**config.mk**
```make
export PLATFORM = sky130hd
export DESIGN_NAME = wts_channel_volume_mux_flat
export DESIGN_NICKNAME = d
export VERILOG_FILES = /design/src/rtl/wts_channel_volume_mux_pkg.sv /design/src/rtl/wts_channel_volume_mux_if.sv /design/src/rtl/wts_channel_volume_mux_mul.sv /design/src/rtl/wts_channel_volume_mux.sv /design/src/flat_wrapper.sv
export SDC_FILE = /design/constraint.sdc
export NUM_CORES = 1
export LEC_CHECK = 0
export ABC_AREA = 1
export CAP_MARGIN = 10
export CORE_UTILIZATION = 40
export DETAILED_ROUTE_END_ITERATION = 10
export GPL_ROUTABILITY_DRIVEN = 0
export RECOVER_POWER = 25
export SLEW_MARGIN = 10
export SYNTH_ARGS = -nofsm -noshare
export SYNTH_HDL_FRONTEND = slang
export SYNTH_HIERARCHICAL = 1
export SYNTH_SLANG_ARGS = --single-unit
```
**constraint.sdc**
```tcl
create_clock -name clk -period 8.7 [get_ports clk]
set_input_delay 0.87 -clock clk [delete_from_list [all_inputs] [get_ports clk]]
set_output_delay 0.87 -clock clk [all_outputs]
set_load 0.02 [all_outputs]
```
**src/rtl/wts_channel_volume_mux_pkg.sv**
```systemverilog
// Shared widths, unity-gain constant, channel index type and the saturation
// classifier used by the volume datapath and the frame accumulator.
package wts_volume_pkg;

   localparam int NCH_DEF   = 5;
   localparam int SW_DEF    = 8;
   localparam int EW_DEF    = 9;
   localparam int VW_DEF    = 4;
   localparam int UNITY_DEF = 2 ** (EW_DEF - 1);

   typedef logic [$clog2(NCH_DEF)-1:0] ch_idx_t;

   typedef enum logic [1:0] {
      SAT_NONE = 2'b00,
      SAT_HI   = 2'b01,
      SAT_LO   = 2'b10
   } sat_e;

   // Index width that stays at least one bit even for a single channel
   function automatic int unsigned idx_w(input int unsigned n);
      return (n > 32'd1) ? $clog2(n) : 32'd1;
   endfunction

   // Classifies v against the signed range of a w-bit result
   function automatic sat_e sat(input logic signed [63:0] v, input int unsigned w);
      logic signed [63:0] hi;
      logic signed [63:0] lo;
      hi = (64'sd1 <<< (w - 32'd1)) - 64'sd1;
      lo = -(64'sd1 <<< (w - 32'd1));
      if (v > hi) begin
         return SAT_HI;
      end else if (v < lo) begin
         return SAT_LO;
      end else begin
         return SAT_NONE;
      end
   endfunction

endpackage

```
**src/rtl/wts_channel_volume_mux_if.sv**
```systemverilog
// Slot, volume-register and result bundle between the wave-table sequencer and
// the multiplexed volume stage.
interface wts_channel_volume_mux_if
   import wts_volume_pkg::*;
#(
   parameter int NCH = NCH_DEF,
   parameter int SW  = SW_DEF,
   parameter int EW  = EW_DEF,
   parameter int VW  = VW_DEF
);
   localparam int CW = idx_w(NCH);
   localparam int MW = SW + CW;

   logic                 in_valid;
   logic [CW-1:0]        in_ch;
   logic                 in_last;
   logic signed [SW-1:0] sram_q;
   logic [EW-1:0]        envelope;
   logic                 reg_we;
   logic [CW-1:0]        reg_ch;
   logic [VW-1:0]        reg_volume;
   logic                 ch_valid;
   logic [CW-1:0]        ch_idx;
   logic signed [SW-1:0] channel;
   logic                 mix_valid;
   logic signed [MW-1:0] mix_out;

   modport master (
      output in_valid, in_ch, in_last, sram_q, envelope, reg_we, reg_ch, reg_volume,
      input  ch_valid, ch_idx, channel, mix_valid, mix_out
   );

   modport slave (
      input  in_valid, in_ch, in_last, sram_q, envelope, reg_we, reg_ch, reg_volume,
      output ch_valid, ch_idx, channel, mix_valid, mix_out
   );

endinterface

```
**src/rtl/wts_channel_volume_mux_mul.sv**
```systemverilog
// Two-stage sample x envelope x volume datapath with floor shift and saturation.
// mark_i travels every cycle so frame markers survive dropped slots.
module wts_volume_mul
   import wts_volume_pkg::*;
#(
   parameter int SW = SW_DEF,
   parameter int EW = EW_DEF,
   parameter int VW = VW_DEF,
   parameter int TW = 1
) (
   input  logic                 clk,
   input  logic                 rst_n,
   input  logic                 valid_i,
   input  logic                 mark_i,
   input  logic [TW-1:0]        tag_i,
   input  logic signed [SW-1:0] sample_i,
   input  logic [EW-1:0]        env_i,
   input  logic [VW-1:0]        vol_i,
   output logic                 valid_o,
   output logic                 mark_o,
   output logic [TW-1:0]        tag_o,
   output logic signed [SW-1:0] res_o
);
   localparam int P1W = SW + EW + 1;
   localparam int P2W = P1W + VW + 1;
   localparam int SH  = EW - 1 + VW;

   logic signed [P1W-1:0] sx_s, ex_s, p1_d, p1_q;
   logic signed [P2W-1:0] p1x_s, vx_s, p2_s;
   logic signed [63:0]    shr_s;
   logic signed [SW-1:0]  res_d;
   logic [VW-1:0]         vol1_q;
   logic [TW-1:0]         tag1_q;
   logic                  valid1_q, mark1_q;

   // Stage 1 product: signed sample times zero-extended envelope
   always_comb begin
      sx_s = {{(EW + 1){sample_i[SW-1]}}, sample_i};
      ex_s = {{SW{1'b0}}, 1'b0, env_i};
      p1_d = sx_s * ex_s;
   end

   // Stage 2 product, arithmetic shift (floor) and clamp to sample range
   always_comb begin
      p1x_s = {{(VW + 1){p1_q[P1W-1]}}, p1_q};
      vx_s  = {{(P1W + 1){1'b0}}, vol1_q};
      p2_s  = p1x_s * vx_s;
      shr_s = $signed({{(64 - P2W){p2_s[P2W-1]}}, p2_s}) >>> SH;
      case (sat(shr_s, SW))
         SAT_HI:  res_d = {1'b0, {(SW - 1){1'b1}}};
         SAT_LO:  res_d = {1'b1, {(SW - 1){1'b0}}};
         default: res_d = shr_s[SW-1:0];
      endcase
   end

   // Stage 1 registers
   always_ff @(posedge clk or negedge rst_n) begin
      if (!rst_n) begin
         valid1_q <= 1'b0;
         mark1_q  <= 1'b0;
         p1_q     <= {P1W{1'b0}};
         vol1_q   <= {VW{1'b0}};
         tag1_q   <= {TW{1'b0}};
      end else begin
         valid1_q <= valid_i;
         mark1_q  <= mark_i;
         if (valid_i) begin
            p1_q   <= p1_d;
            vol1_q <= vol_i;
            tag1_q <= tag_i;
         end
      end
   end

   // Stage 2 registers; result holds between valid slots
   always_ff @(posedge clk or negedge rst_n) begin
      if (!rst_n) begin
         valid_o <= 1'b0;
         mark_o  <= 1'b0;
         tag_o   <= {TW{1'b0}};
         res_o   <= {SW{1'b0}};
      end else begin
         valid_o <= valid1_q;
         mark_o  <= mark1_q;
         if (valid1_q) begin
            tag_o <= tag1_q;
            res_o <= res_d;
         end
      end
   end

endmodule

```
**src/rtl/wts_channel_volume_mux.sv**
```systemverilog
// Time-multiplexed volume stage and frame mixer for NCH wave-table channels.
// Optional WTS_VOL_RAMP_EN: effective volume steps +-1 toward the register once per frame.
module wts_channel_volume_mux
   import wts_volume_pkg::*;
#(
   parameter int NCH = NCH_DEF,
   parameter int SW  = SW_DEF,
   parameter int EW  = EW_DEF,
   parameter int VW  = VW_DEF
) (
   input logic               clk,
   input logic               nreset,
   wts_channel_volume_mux_if.slave bus
);
   localparam int CW = idx_w(NCH);
   localparam int MW = SW + CW;
   localparam int NV = 1 << CW;
   localparam logic [CW:0] NCH_L = (CW + 1)'(NCH);

   logic [VW-1:0]        vol_q [NV];
   logic [VW-1:0]        vol_d [NV];
   logic [VW-1:0]        eff_s [NV];
   logic [VW-1:0]        vol_sel_s;
   logic                 slot_ok_s, last_in_s;
   logic                 s2_valid_s, s2_mark_s;
   logic [CW-1:0]        s2_ch_s;
   logic signed [SW-1:0] s2_res_s;
   logic signed [63:0]   r_ext_s, acc_ext_s, sum_s;
   logic signed [MW-1:0] sum_sat_s, acc_d, acc_q, mix_out_d, mix_out_q;
   logic                 mix_valid_d, mix_valid_q;

   assign slot_ok_s = bus.in_valid && ({1'b0, bus.in_ch} < NCH_L);
   assign last_in_s = bus.in_valid && bus.in_last;
   assign vol_sel_s = eff_s[bus.in_ch];

   // Volume register file; a write is seen by slots from the next cycle on
   always_comb begin
      vol_d = vol_q;
      if (bus.reg_we && ({1'b0, bus.reg_ch} < NCH_L)) begin
         vol_d[bus.reg_ch] = bus.reg_volume;
      end else begin
         vol_d = vol_q;
      end
   end

   // Volume register state
   always_ff @(posedge clk or negedge nreset) begin
      if (!nreset) begin
         for (int i = 0; i < NV; i++) vol_q[i] <= {VW{1'b0}};
      end else begin
         vol_q <= vol_d;
      end
   end

`ifdef WTS_VOL_RAMP_EN
   logic [VW-1:0] eff_q [NV];
   logic [VW-1:0] eff_d [NV];

   // Ramp each effective volume one step toward its target per completed frame
   always_comb begin
      eff_d = eff_q;
      for (int i = 0; i < NV; i++) begin
         if (mix_valid_q && (eff_q[i] < vol_q[i])) begin
            eff_d[i] = eff_q[i] + {{(VW - 1){1'b0}}, 1'b1};
         end else if (mix_valid_q && (eff_q[i] > vol_q[i])) begin
            eff_d[i] = eff_q[i] - {{(VW - 1){1'b0}}, 1'b1};
         end else begin
            eff_d[i] = eff_q[i];
         end
      end
   end

   // Effective volume state
   always_ff @(posedge clk or negedge nreset) begin
      if (!nreset) begin
         for (int i = 0; i < NV; i++) eff_q[i] <= {VW{1'b0}};
      end else begin
         eff_q <= eff_d;
      end
   end

   assign eff_s = eff_q;
`else
   assign eff_s = vol_q;
`endif

   wts_volume_mul #(.SW(SW), .EW(EW), .VW(VW), .TW(CW)) u_mul (
      .clk      (clk),
      .rst_n    (nreset),
      .valid_i  (slot_ok_s),
      .mark_i   (last_in_s),
      .tag_i    (bus.in_ch),
      .sample_i (bus.sram_q),
      .env_i    (bus.envelope),
      .vol_i    (vol_sel_s),
      .valid_o  (s2_valid_s),
      .mark_o   (s2_mark_s),
      .tag_o    (s2_ch_s),
      .res_o    (s2_res_s)
   );

   assign r_ext_s   = s2_valid_s ? {{(64 - SW){s2_res_s[SW-1]}}, s2_res_s} : 64'sd0;
   assign acc_ext_s = {{(64 - MW){acc_q[MW-1]}}, acc_q};
   assign sum_s     = acc_ext_s + r_ext_s;

   // Frame accumulation; the marked slot publishes the sum and restarts from zero
   always_comb begin
      case (sat(sum_s, MW))
         SAT_HI:  sum_sat_s = {1'b0, {(MW - 1){1'b1}}};
         SAT_LO:  sum_sat_s = {1'b1, {(MW - 1){1'b0}}};
         default: sum_sat_s = sum_s[MW-1:0];
      endcase
      acc_d       = acc_q;
      mix_out_d   = mix_out_q;
      mix_valid_d = 1'b0;
      if (s2_mark_s) begin
         acc_d       = {MW{1'b0}};
         mix_out_d   = sum_sat_s;
         mix_valid_d = 1'b1;
      end else if (s2_valid_s) begin
         acc_d = sum_sat_s;
      end else begin
         acc_d = acc_q;
      end
   end

   // Accumulator and mix output registers
   always_ff @(posedge clk or negedge nreset) begin
      if (!nreset) begin
         acc_q       <= {MW{1'b0}};
         mix_out_q   <= {MW{1'b0}};
         mix_valid_q <= 1'b0;
      end else begin
         acc_q       <= acc_d;
         mix_out_q   <= mix_out_d;
         mix_valid_q <= mix_valid_d;
      end
   end

   assign bus.ch_valid  = s2_valid_s;
   assign bus.ch_idx    = s2_ch_s;
   assign bus.channel   = s2_res_s;
   assign bus.mix_valid = mix_valid_q;
   assign bus.mix_out   = mix_out_q;

endmodule
```
**src/flat_wrapper.sv**
```systemverilog
// flat-port wrapper written by rule: the top's interface ports become plain ports
module wts_channel_volume_mux_flat import wts_volume_pkg::*;
#(
   parameter int NCH = NCH_DEF,
   parameter int SW  = SW_DEF,
   parameter int EW  = EW_DEF,
   parameter int VW  = VW_DEF
)
  (clk, nreset, bus_in_valid, bus_in_ch, bus_in_last, bus_sram_q, bus_envelope, bus_reg_we, bus_reg_ch, bus_reg_volume, bus_ch_valid, bus_ch_idx, bus_channel, bus_mix_valid, bus_mix_out);
  wts_channel_volume_mux_if #(.NCH(NCH), .SW(SW), .EW(EW), .VW(VW)) bus_i ();
  input logic clk;
  input logic nreset;
  input wire logic [$bits(bus_i.in_valid)-1:0] bus_in_valid;
  input wire logic [$bits(bus_i.in_ch)-1:0] bus_in_ch;
  input wire logic [$bits(bus_i.in_last)-1:0] bus_in_last;
  input wire logic [$bits(bus_i.sram_q)-1:0] bus_sram_q;
  input wire logic [$bits(bus_i.envelope)-1:0] bus_envelope;
  input wire logic [$bits(bus_i.reg_we)-1:0] bus_reg_we;
  input wire logic [$bits(bus_i.reg_ch)-1:0] bus_reg_ch;
  input wire logic [$bits(bus_i.reg_volume)-1:0] bus_reg_volume;
  output wire logic [$bits(bus_i.ch_valid)-1:0] bus_ch_valid;
  output wire logic [$bits(bus_i.ch_idx)-1:0] bus_ch_idx;
  output wire logic [$bits(bus_i.channel)-1:0] bus_channel;
  output wire logic [$bits(bus_i.mix_valid)-1:0] bus_mix_valid;
  output wire logic [$bits(bus_i.mix_out)-1:0] bus_mix_out;
  assign bus_i.in_valid = bus_in_valid;
  assign bus_i.in_ch = bus_in_ch;
  assign bus_i.in_last = bus_in_last;
  assign bus_i.sram_q = bus_sram_q;
  assign bus_i.envelope = bus_envelope;
  assign bus_i.reg_we = bus_reg_we;
  assign bus_i.reg_ch = bus_reg_ch;
  assign bus_i.reg_volume = bus_reg_volume;
  assign bus_ch_valid = bus_i.ch_valid;
  assign bus_ch_idx = bus_i.ch_idx;
  assign bus_channel = bus_i.channel;
  assign bus_mix_valid = bus_i.mix_valid;
  assign bus_mix_out = bus_i.mix_out;
  wts_channel_volume_mux #(.NCH(NCH), .SW(SW), .EW(EW), .VW(VW)) u_core (.clk(clk), .nreset(nreset), .bus(bus_i));
endmodule
```
Yosys cells after proc, flatten, opt, wreduce, memory -nomap -nowiden:

Cells that the tools add are included.

* $add $sub $neg: 1
* multipliers: 2
* order comparisons: 9
* equality and inequality tests: 4
* muxes and demuxes: 16
* bitwise logic cells: 2
* reduce and logical (&&, ||, !) cells: 5

Operators by type and width (count)
* $add 11x64->64: 1
* $gt 64x11->1 const B: 1
* $lt 64x11->1 const B: 1
* $mux 64: 1
* $bwmux 32: 1
* $mul 18x5->23: 1
* $mux 11: 2
* $pmux 11 s2: 1
* $mul 8x10->18: 1
* $pmux 8 s2: 1
* $bmux 4 s3: 1
* $demux 4 s3: 1
* $mux 4: 3
* $gt 11x8->1 const B: 1
* $lt 11x8->1 const B: 1
* $ge 4x4->1 const B: 2
* $mux 2: 4
* $not 3->4: 2
* $lt 3x3->1 const B: 2
* $eq 2x1->1 const B: 2
* $eq 2x2->1 const B: 2
* $logic_and 1x1->1: 4
* $lt 4x1->1 const B: 1
* $reduce_bool 2->1: 1
* $mux 1: 1

* register bits after elaboration: 95
* output and inout port bits: 24

Longest topological paths before layout:

Gate-level depths: netlist of the first run.

* depth after elaboration: 9
* depth in mapped cells: 29

Cells and area by module:

The synthesis of the first run kept the hierarchy.

By module, submodules not included
* wts_volume_mul: times used 1, cells an instance 1020, area an instance 7133.1 um^2, sequential area each 1001.0 um^2
* wts_channel_volume_mux: times used 1, cells an instance 601, area an instance 4042.6 um^2, sequential area each 1376.3 um^2

Worst setup path after synthesis of the first run:

No wires, ideal clock.

* kind: input port to flip-flop
* from: input bus_sram_q[7]
* to: register u_core.u_mul.p1_q[15]
* library setup time: 0.134 ns
* arrival: 4.729 ns
* path slack: 3.837 ns
* stages on the path: 15
* cells stage by stage: clkinv_1 -> or2_2 -> fa_1 -> inv_1 -> fa_1 -> fa_1 -> fa_1 -> ha_1 -> nand2_1 -> or2_2 -> nand3_1 -> a21boi_2 -> o21ai_0 -> xor2_1 -> o21ai_0

* word-level cells in the longest chain between the ends: 1

RTL lines
* start: declaration: line flat_wrapper.sv:16 `input wire logic [$bits(bus_i.sram_q)-1:0] bus_sram_q;`
* $mul 8x10->18: line wts_channel_volume_mux_mul.sv:40 `p1_d = sx_s * ex_s;`
* end signal: assignment: line wts_channel_volume_mux_mul.sv:61 `p1_q <= {P1W{1'b0}};`
* end signal: assignment: line wts_channel_volume_mux_mul.sv:68 `p1_q <= p1_d;`
* end: declaration: line wts_channel_volume_mux_mul.sv:28 `logic signed [P1W-1:0] sx_s, ex_s, p1_d, p1_q;`

No other way between the ends.
A chain may end at the register's enable or synchronous reset.

Worst setup path in the final report of the first run:

Same ends and word-level chain as after synthesis.

==> results.tsv, run 1 <==
metric	value	unit
run status	complete, but fails checks	
failing checks	capacitance limit, slew limit	
Hold Startpoint	u_core/u_mul/mark1_q	
root buffer cell	clkbuf_16	
Highest Clock Rate	186.3	MHz
Hold Crit Class	register to register	
critical path class	input pin to register	
Power Density	224.6	nW/um2
fin worst setup slack	3.333	ns
HPWL after detailed placement	19500	um
Die Area	28610	um2
ANT nets after route	0	
R2R setup slack	4.18	ns
layout cells sized above 1	6.402	%
clock-pin slew on the worst setup and hold paths	0.08	ns
number of antenna violations at the first check in global routing	0	
Initial DRT Pass Iterations	7	
GRT Util Overall	17.61	%
Ports	56	
CP most frequent cell	fa_1	
hold path cells	0	
Die Width	169.2	um
cts hold-fix bufs	0	
Synth Instances	1621	
Slew Limit Fails	72	
Max Cap Viol	1	
syn avg cell area	6.894	um2
crit path time final	5.367	ns
reg-to-reg endpoint	u_core/acc_q[3]	
Hold Path End	u_core/u_mul/mark_o	
worst slew pin tran	3.652	ns
RSZ-0062 raised after global routing	no	
GRT overflow	0	
Port Buffers	55	
global-route wire length before repair	41900	um
CTS Sinks	95	
CP peak stage delay	0.53	ns
commonest non-fill, non-tap cell in the layout	nand2_1	
number of setup buffers added after CTS	0	
clock buffer count from CTS	9	
main flop type after synthesis	dfrtp_1	
pre-CTS WS	2.898	ns
largest net degree at the start of global routing	72	
Seq/Total Area, Yosys	21.27	%
CP cell instances	clkdlybuf4s50_1, clkinv_1, or2_2, fa_1, inv_1, fa_1, fa_1, fa_1, ha_1, nand2_1, or2_2, nand3_1, a21boi_2, o21ai_0, xor2_1, o21ai_0	
CP delay by family, top	adder cells	
number of global-route vias before repair	9206	
FFs w/ async S/R, synth	100.0	%
Crit path required time	8.89	ns
Final Core Density	45.13	%
Crit path buffers/inverters	3	
area grow syn2layout	9.741	%
Initial DRC Count	454	
critical path peak fanout	10	
most frequent cells in the layout	nand2_1 (536), inv_1 (338), ha_1 (116)	
Fin Setup TNS	0	ns
Yosys warnings	6	
worst r2r path cells	27	
normalized max-slew margin	-143.5	%
post-CTS resize count	0	
CP max stage cell	fa_1	
Fin. Hold Viols	0	
Die Y-Extent	169.2	um
Comb power frac	61.3	%
core area	27180	um2
final wirelength	23470	um
htree depth	3	
final setup fails	0	
power share of the sequential group	24.2	%
Unique masters post-synth	45	
latest clock arrival within the worst-skew pair	0.36	ns
diode count	0	
number of synthesized flops with an enable pin	0	
internal power	1.402	mW
R2R Path Start	u_core/u_mul/valid_o	
num rows	60	
kind of end point of the critical path	register	
Worst Path Arrival	5.56	ns
Mapped Area	11180	um2
Final Skew	0.008757	ns
vias per std cell	4.592	
drc violations	0	
Clock Tree Buf Depth	2	
NumNets Final	1863	
Switch Pwr	1.353	mW
CP Depth	16	
Startpoint Class	input pin	
CTS tree	done	
Initial Utilization	41.12	%
share of the clock period used by the worst path	61.69	%
Vias	9240	
LEAKAGE	7.533	nW
Post-Syn Nets	1849	
Clk pwr share	14.4	%
peak supply drop	126.5	uV
WL/cell	11.67	um
sw frac	49.11	%
register bit total from synthesis	95	
-- through the flow --
step / instances / hold WS, ns / total power, mW / area, um2
global route: 2012 / 0.3663 / 3.084 / 12260
detailed placement: 1996 / 0.3373 / 2.388 / 11970
global placement: 1996 / 0.3345 / 2.357 / 11970
CTS: 2012 / 0.3561 / 2.800 / 12270
finish: 2012 / 0.3555 / 2.755 / 12260
floorplan: 1621 / 0.3312 / 1.958 / 11180
-- worst register-to-register path, delay by kind of cell (launching register included) --
family | cells | cell delay, ns
simple gates | 22 | 2.64
fa+ha+maj | 4 | 1.13
flops | 1 | 0.59
buf+inv | 1 | 0.05
-- cell usage after synthesis (2+ instances only) --
cell type  count  area share, %
o221ai_1       4           0.31
nand3_2        6           0.54
a21oi_2        7           0.55
nor4_1         2           0.11
clkinv_1       2          0.067
or2_2         16           0.90
ha_1         116             13
xor2_1         9           0.71
nand2_2       31            1.7
clkbuf_1      45            1.5
a21oi_1       35            1.6
o21ai_0       52            2.3
buf_2          2          0.090
buf_4          5           0.34
nor2_1       104            3.5
o31ai_1        2           0.13
o32ai_1        4           0.31
xnor2_1        6           0.47
fa_1          80             14
nand2_4        4           0.40
nand4_1       18            1.0
dfrtp_1       95             21
nor2_4         5           0.50
inv_1        338             11
inv_2          7           0.24
nor3_1         4           0.18
nor2_2         9           0.50
nand3b_1       5           0.34
nand3_1       57            2.6
nand2_1      536             18
-- per-layer routing --
| layer | wire length (um) | vias up | global-route usage, % |
|---|---|---|---|
| met5 | 0 | - | 0 |
| met4 | 450 | 0 | 5.210 |
| met3 | 443 | 31 | 1.982 |
| met2 | 11130 | 90 | 30.61 |
| met1 | 11450 | 4220 | 22.98 |
| li1 | - | 4899 | - |
-- layout make-up --
cell class / instances / area (um2)
Clock buffer: 9 / 225.2
Tap cell: 372 / 465.4
Fill cell: 2868 / 14910
Inverter: 347 / 1303
Sequential cell: 95 / 2377
Timing Repair Buffer: 57 / 555.5
Clock inverter: 7 / 73.82
Multi-Input combinational cell: 1125 / 7264
-- how the worst max path moves through the flow --
stage | start | to
4_1_cts | bus_sram_q[7] | u_core/u_mul/p1_q[15]
3_5_place_dp | bus_sram_q[7] | u_core/u_mul/p1_q[15]
3_3_place_gp | bus_sram_q[7] | u_core/u_mul/p1_q[15]
2_1_floorplan | bus_sram_q[7] | u_core/u_mul/p1_q[15]
5_1_grt | nreset | u_core/u_mul/p1_q[17]
6_report | bus_sram_q[7] | u_core/u_mul/p1_q[15]
-- sequential cells by signal (all words and copies together), names as in the netlist --
name                   flops
u_core/eff_s              32
u_core/u_mul/p1_q         18
u_core/acc_q              11
u_core/bus.mix_out        11
u_core/u_mul/res_o         8
u_core/u_mul/vol1_q        4
u_core/u_mul/tag1_q        3
u_core/u_mul/tag_o         3
u_core/bus.mix_valid       1
u_core/u_mul/mark1_q       1
u_core/u_mul/mark_o        1
u_core/u_mul/valid1_q      1
u_core/u_mul/valid_o       1
-- cells by family (layout without fill, tap and decap cells) --
kind of cell               Yosys count  count (layout)  share of synthesized area (%)
AOI/OAI and AO/OA                  114             114                          5.979
DFF                                 95              95                          21.27
and+or+nand+nor                    800             800                          30.53
adders and majority gates          196             196                          27.32
xor gates and xnor gates            15              15                          1.176
buffers and inverters              401             420                          13.73
-- power groups by stage --
stage | logic (mW) | registers, mW | clock network, mW
2_1_floorplan | 1.29 | 0.668 | 0
3_3_place_gp | 1.68 | 0.676 | 0
3_5_place_dp | 1.71 | 0.678 | 0
4_1_cts | 1.72 | 0.670 | 0.411
5_1_grt | 1.96 | 0.688 | 0.431
6_report | 1.69 | 0.667 | 0.398
(Power assumes the default switching activity.)
==> run 2, diff against run 1 <==
==> constraint.sdc (replaced) <==
create_clock -name clk -period 5.4 [get_ports clk]
set_input_delay 0.54 -clock clk [delete_from_list [all_inputs] [get_ports clk]]
set_output_delay 0.54 -clock clk [all_outputs]
set_load 0.02 [all_outputs]
==> run 2 against run 1 <==
Register-to-register slack worse by 3.2 ns; clock power is 63% higher; routed wire length is 1.5% higher; the flow still finishes with violations (capacitance limit, slew limit); non-clock buffer count is 8 higher; via count is 1.8% higher; combinational power is 64% higher; power is 63% higher; clock skew is 0.0018 ns higher; first-iteration DRC count is 4.0% higher; die area stayed put; setup slack worse by 2.9 ns; cell area is 0.50% higher.
==> results.tsv, run 2 (same netlist as run 1, synthesis figures left out) <==
metric	value	unit	change
fin worst setup slack	0.4091	ns	-2.924 ns
non-filler instance count after layout	2020		+0.40%
area grow syn2layout	10.29	%	
critical path peak fanout	10		unchanged
Clock Tree Buf Depth	2		unchanged
Startpoint Class	input pin		
NumNets Final	1871		+0.43%
most frequent cells in the layout	nand2_1 (536), inv_1 (338), ha_1 (116)		
GRT overflow	0		unchanged
final setup fails	0		unchanged
vias per std cell	4.655		+1.4%
htree depth	3		unchanged
clock-pin slew on the worst setup and hold paths	0.08	ns	about the same
CP delay by family, top	adder cells		
Largest register FFs	32		unchanged
normalized max-slew margin	-12.38	%	+130 points
Ports	56		unchanged
core area	27180	um2	unchanged
crit path to	u_core/u_mul/p1_q[12]		
diode count	0		unchanged
num rows	60		unchanged
dpl cells	2004		+0.40%
ANT nets after route	0		unchanged
Crit path required time	5.59	ns	-3.30 ns
clock buffer count from CTS	9		unchanged
crit path time final	4.991	ns	
latest clock arrival within the worst-skew pair	0.36	ns	about the same
cts hold-fix bufs	0		unchanged
worst r2r path cells	27		unchanged
layout cells sized above 1	6.917	%	+0.52 points
Die Y-Extent	169.2	um	unchanged
worst setup path start	bus_sram_q[7]		
number of antenna violations at the first check in global routing	0		unchanged
Highest Clock Rate	200.4	MHz	
Fillers	2833		-1.2%
GRT Util Overall	17.97	%	+0.36 points
CP max stage cell	fa_1		
Initial DRT Pass Iterations	4		-3
R2R Path Start	u_core/u_mul/valid_o		
CP Depth	17		+1
Power Density	365.0	nW/um2	+62%
Hold Crit Class	register to register		
number of global-route vias before repair	9494		+3.1%
pre-CTS WS	0.05369	ns	-2.844 ns
largest net degree at the start of global routing	71		-1.4%
Initial DRC Count	472		+4.0%
kind of end point of the critical path	register		
final wirelength	23820	um	+1.5%
Die Width	169.2	um	unchanged
R2R setup slack	0.96	ns	-3.22 ns
share of the clock period used by the worst path	92.42	%	
WL/cell	11.79	um	+1.1%
number of setup buffers added after CTS	0		unchanged
drc violations	0		unchanged
Fin. Hold Viols	0		unchanged
reg-to-reg endpoint	u_core/acc_q[5]		
global-route wire length before repair	42920	um	+2.4%
CP peak stage delay	0.54	ns	about the same
Fin Setup TNS	0	ns	unchanged
Max Cap Viol	1		unchanged
root buffer cell	clkbuf_16		
CP most frequent cell	fa_1		
critical path class	input pin to register		
CTS tree	done		
post-CTS resize count	0		unchanged
worst slew pin tran	1.686	ns	-1.967 ns
Die Area	28610	um2	unchanged
RSZ-0062 raised after global routing	no		
Final Skew	0.01060	ns	+0.001843 ns
Vias	9404		+1.8%
HPWL after detailed placement	19700	um	+1.0%
peak supply drop	169.9	uV	+34%
Port Buffers	55		unchanged
CP cell instances	clkdlybuf4s50_1, clkinv_1, or2_2, fa_1, fa_1, inv_1, fa_1, fa_1, ha_1, a21oi_1, nand2_1, nand2_1, nand2_1, a21oi_1, o21ai_0, xnor2_1, o21ai_0		
LEAKAGE	7.575	nW	+0.55%
Initial Utilization	41.12	%	unchanged
Slew Limit Fails	71		-1.4%
Worst Path Arrival	5.18	ns	-0.38 ns
failing checks	capacitance limit, slew limit		
commonest non-fill, non-tap cell in the layout	nand2_1		
Crit path buffers/inverters	3		unchanged
CTS Sinks	95		unchanged
run status	complete, but fails checks		
[run 2: cell count changes in the layout (fill, tap and decap cells not counted), sizes merged]
cell,delta
buf,+8
[run 2: metal layers]
metal	vias up	track usage, %	part of all wire, %
met5	-	0	0
li1	4926	-	-
met1	4363	23.45	48
met2	98	32.06	49
met4	0	4.935	1.3
met3	17	1.166	1.7
[run 2: final cells by class]
type,count,area [um2],area share (%)
inverters,347,1303,10.57
clock inverters,7,73.82,0.5989
repair buffers,65,616.8,5.005
flip-flops and latches,95,2377,19.29
multi-input cells,1125,7264,58.94
clock buffers,9,225.2,1.827
well taps,372,465.4,3.776
[run 2: worst min-delay path by stage]
| stage | start | to | slack (ns) | cells past startpoint |
|---|---|---|---|---|
| floorplan | nreset | u_core/acc_q[0] | 0.24 | 0 |
| global placement | u_core/u_mul/mark1_q | u_core/u_mul/mark_o | 0.34 | 0 |
| detailed placement | u_core/u_mul/mark1_q | u_core/u_mul/mark_o | 0.34 | 0 |
| CTS | nreset | u_core/bus.mix_out[9] | 0.09 | 1 |
| global route | u_core/u_mul/mark1_q | u_core/u_mul/mark_o | 0.37 | 0 |
| finish | u_core/u_mul/mark1_q | u_core/u_mul/mark_o | 0.36 | 0 |
[run 2: stage by stage]
stage	cell area, um2	hold WS, ns	power (mW)	utilization (%)
2_1_floorplan	11180	0.2444	3.155	-
3_3_place_gp	12030	0.3355	3.842	44.28
3_5_place_dp	12030	0.3381	3.890	44.28
4_1_cts	12330	0.09080	4.556	45.38
5_1_grt	12330	0.3734	5.018	45.35
6_report	12330	0.3593	4.499	45.35
[run 2: worst register-to-register path: cells and delay by family, from the launching register on]
| kind | cells | cell delay [ns] |
|---|---|---|
| DFF | 1 | 0.59 |
| adders and majority gates | 4 | 1.13 |
| buffers and inverters | 1 | 0.05 |
| and+or+nand+nor | 22 | 2.56 |
[run 2: power by group]
group / total [mW] / switching, mW / internal [mW]
Combinational: 2.78 / 1.69 / 1.09
Sequential: 1.08 / 0.196 / 0.880
Clock: 0.648 / 0.320 / 0.328
Total: 4.50 / 2.20 / 2.30
==> run 3, diff against run 2 <==
--- a/config.mk
+++ b/config.mk
@@ -8,6 +8,7 @@
 export ABC_AREA = 1
 export CAP_MARGIN = 10
 export CORE_UTILIZATION = 40
+export CTS_BUF_LIST = sky130_fd_sc_hd__clkbuf_16
 export DETAILED_ROUTE_END_ITERATION = 10
 export GPL_ROUTABILITY_DRIVEN = 0
 export RECOVER_POWER = 25
==> results of run 3 <==
The final DEF is identical to that of run 2; final timing and power are the same.
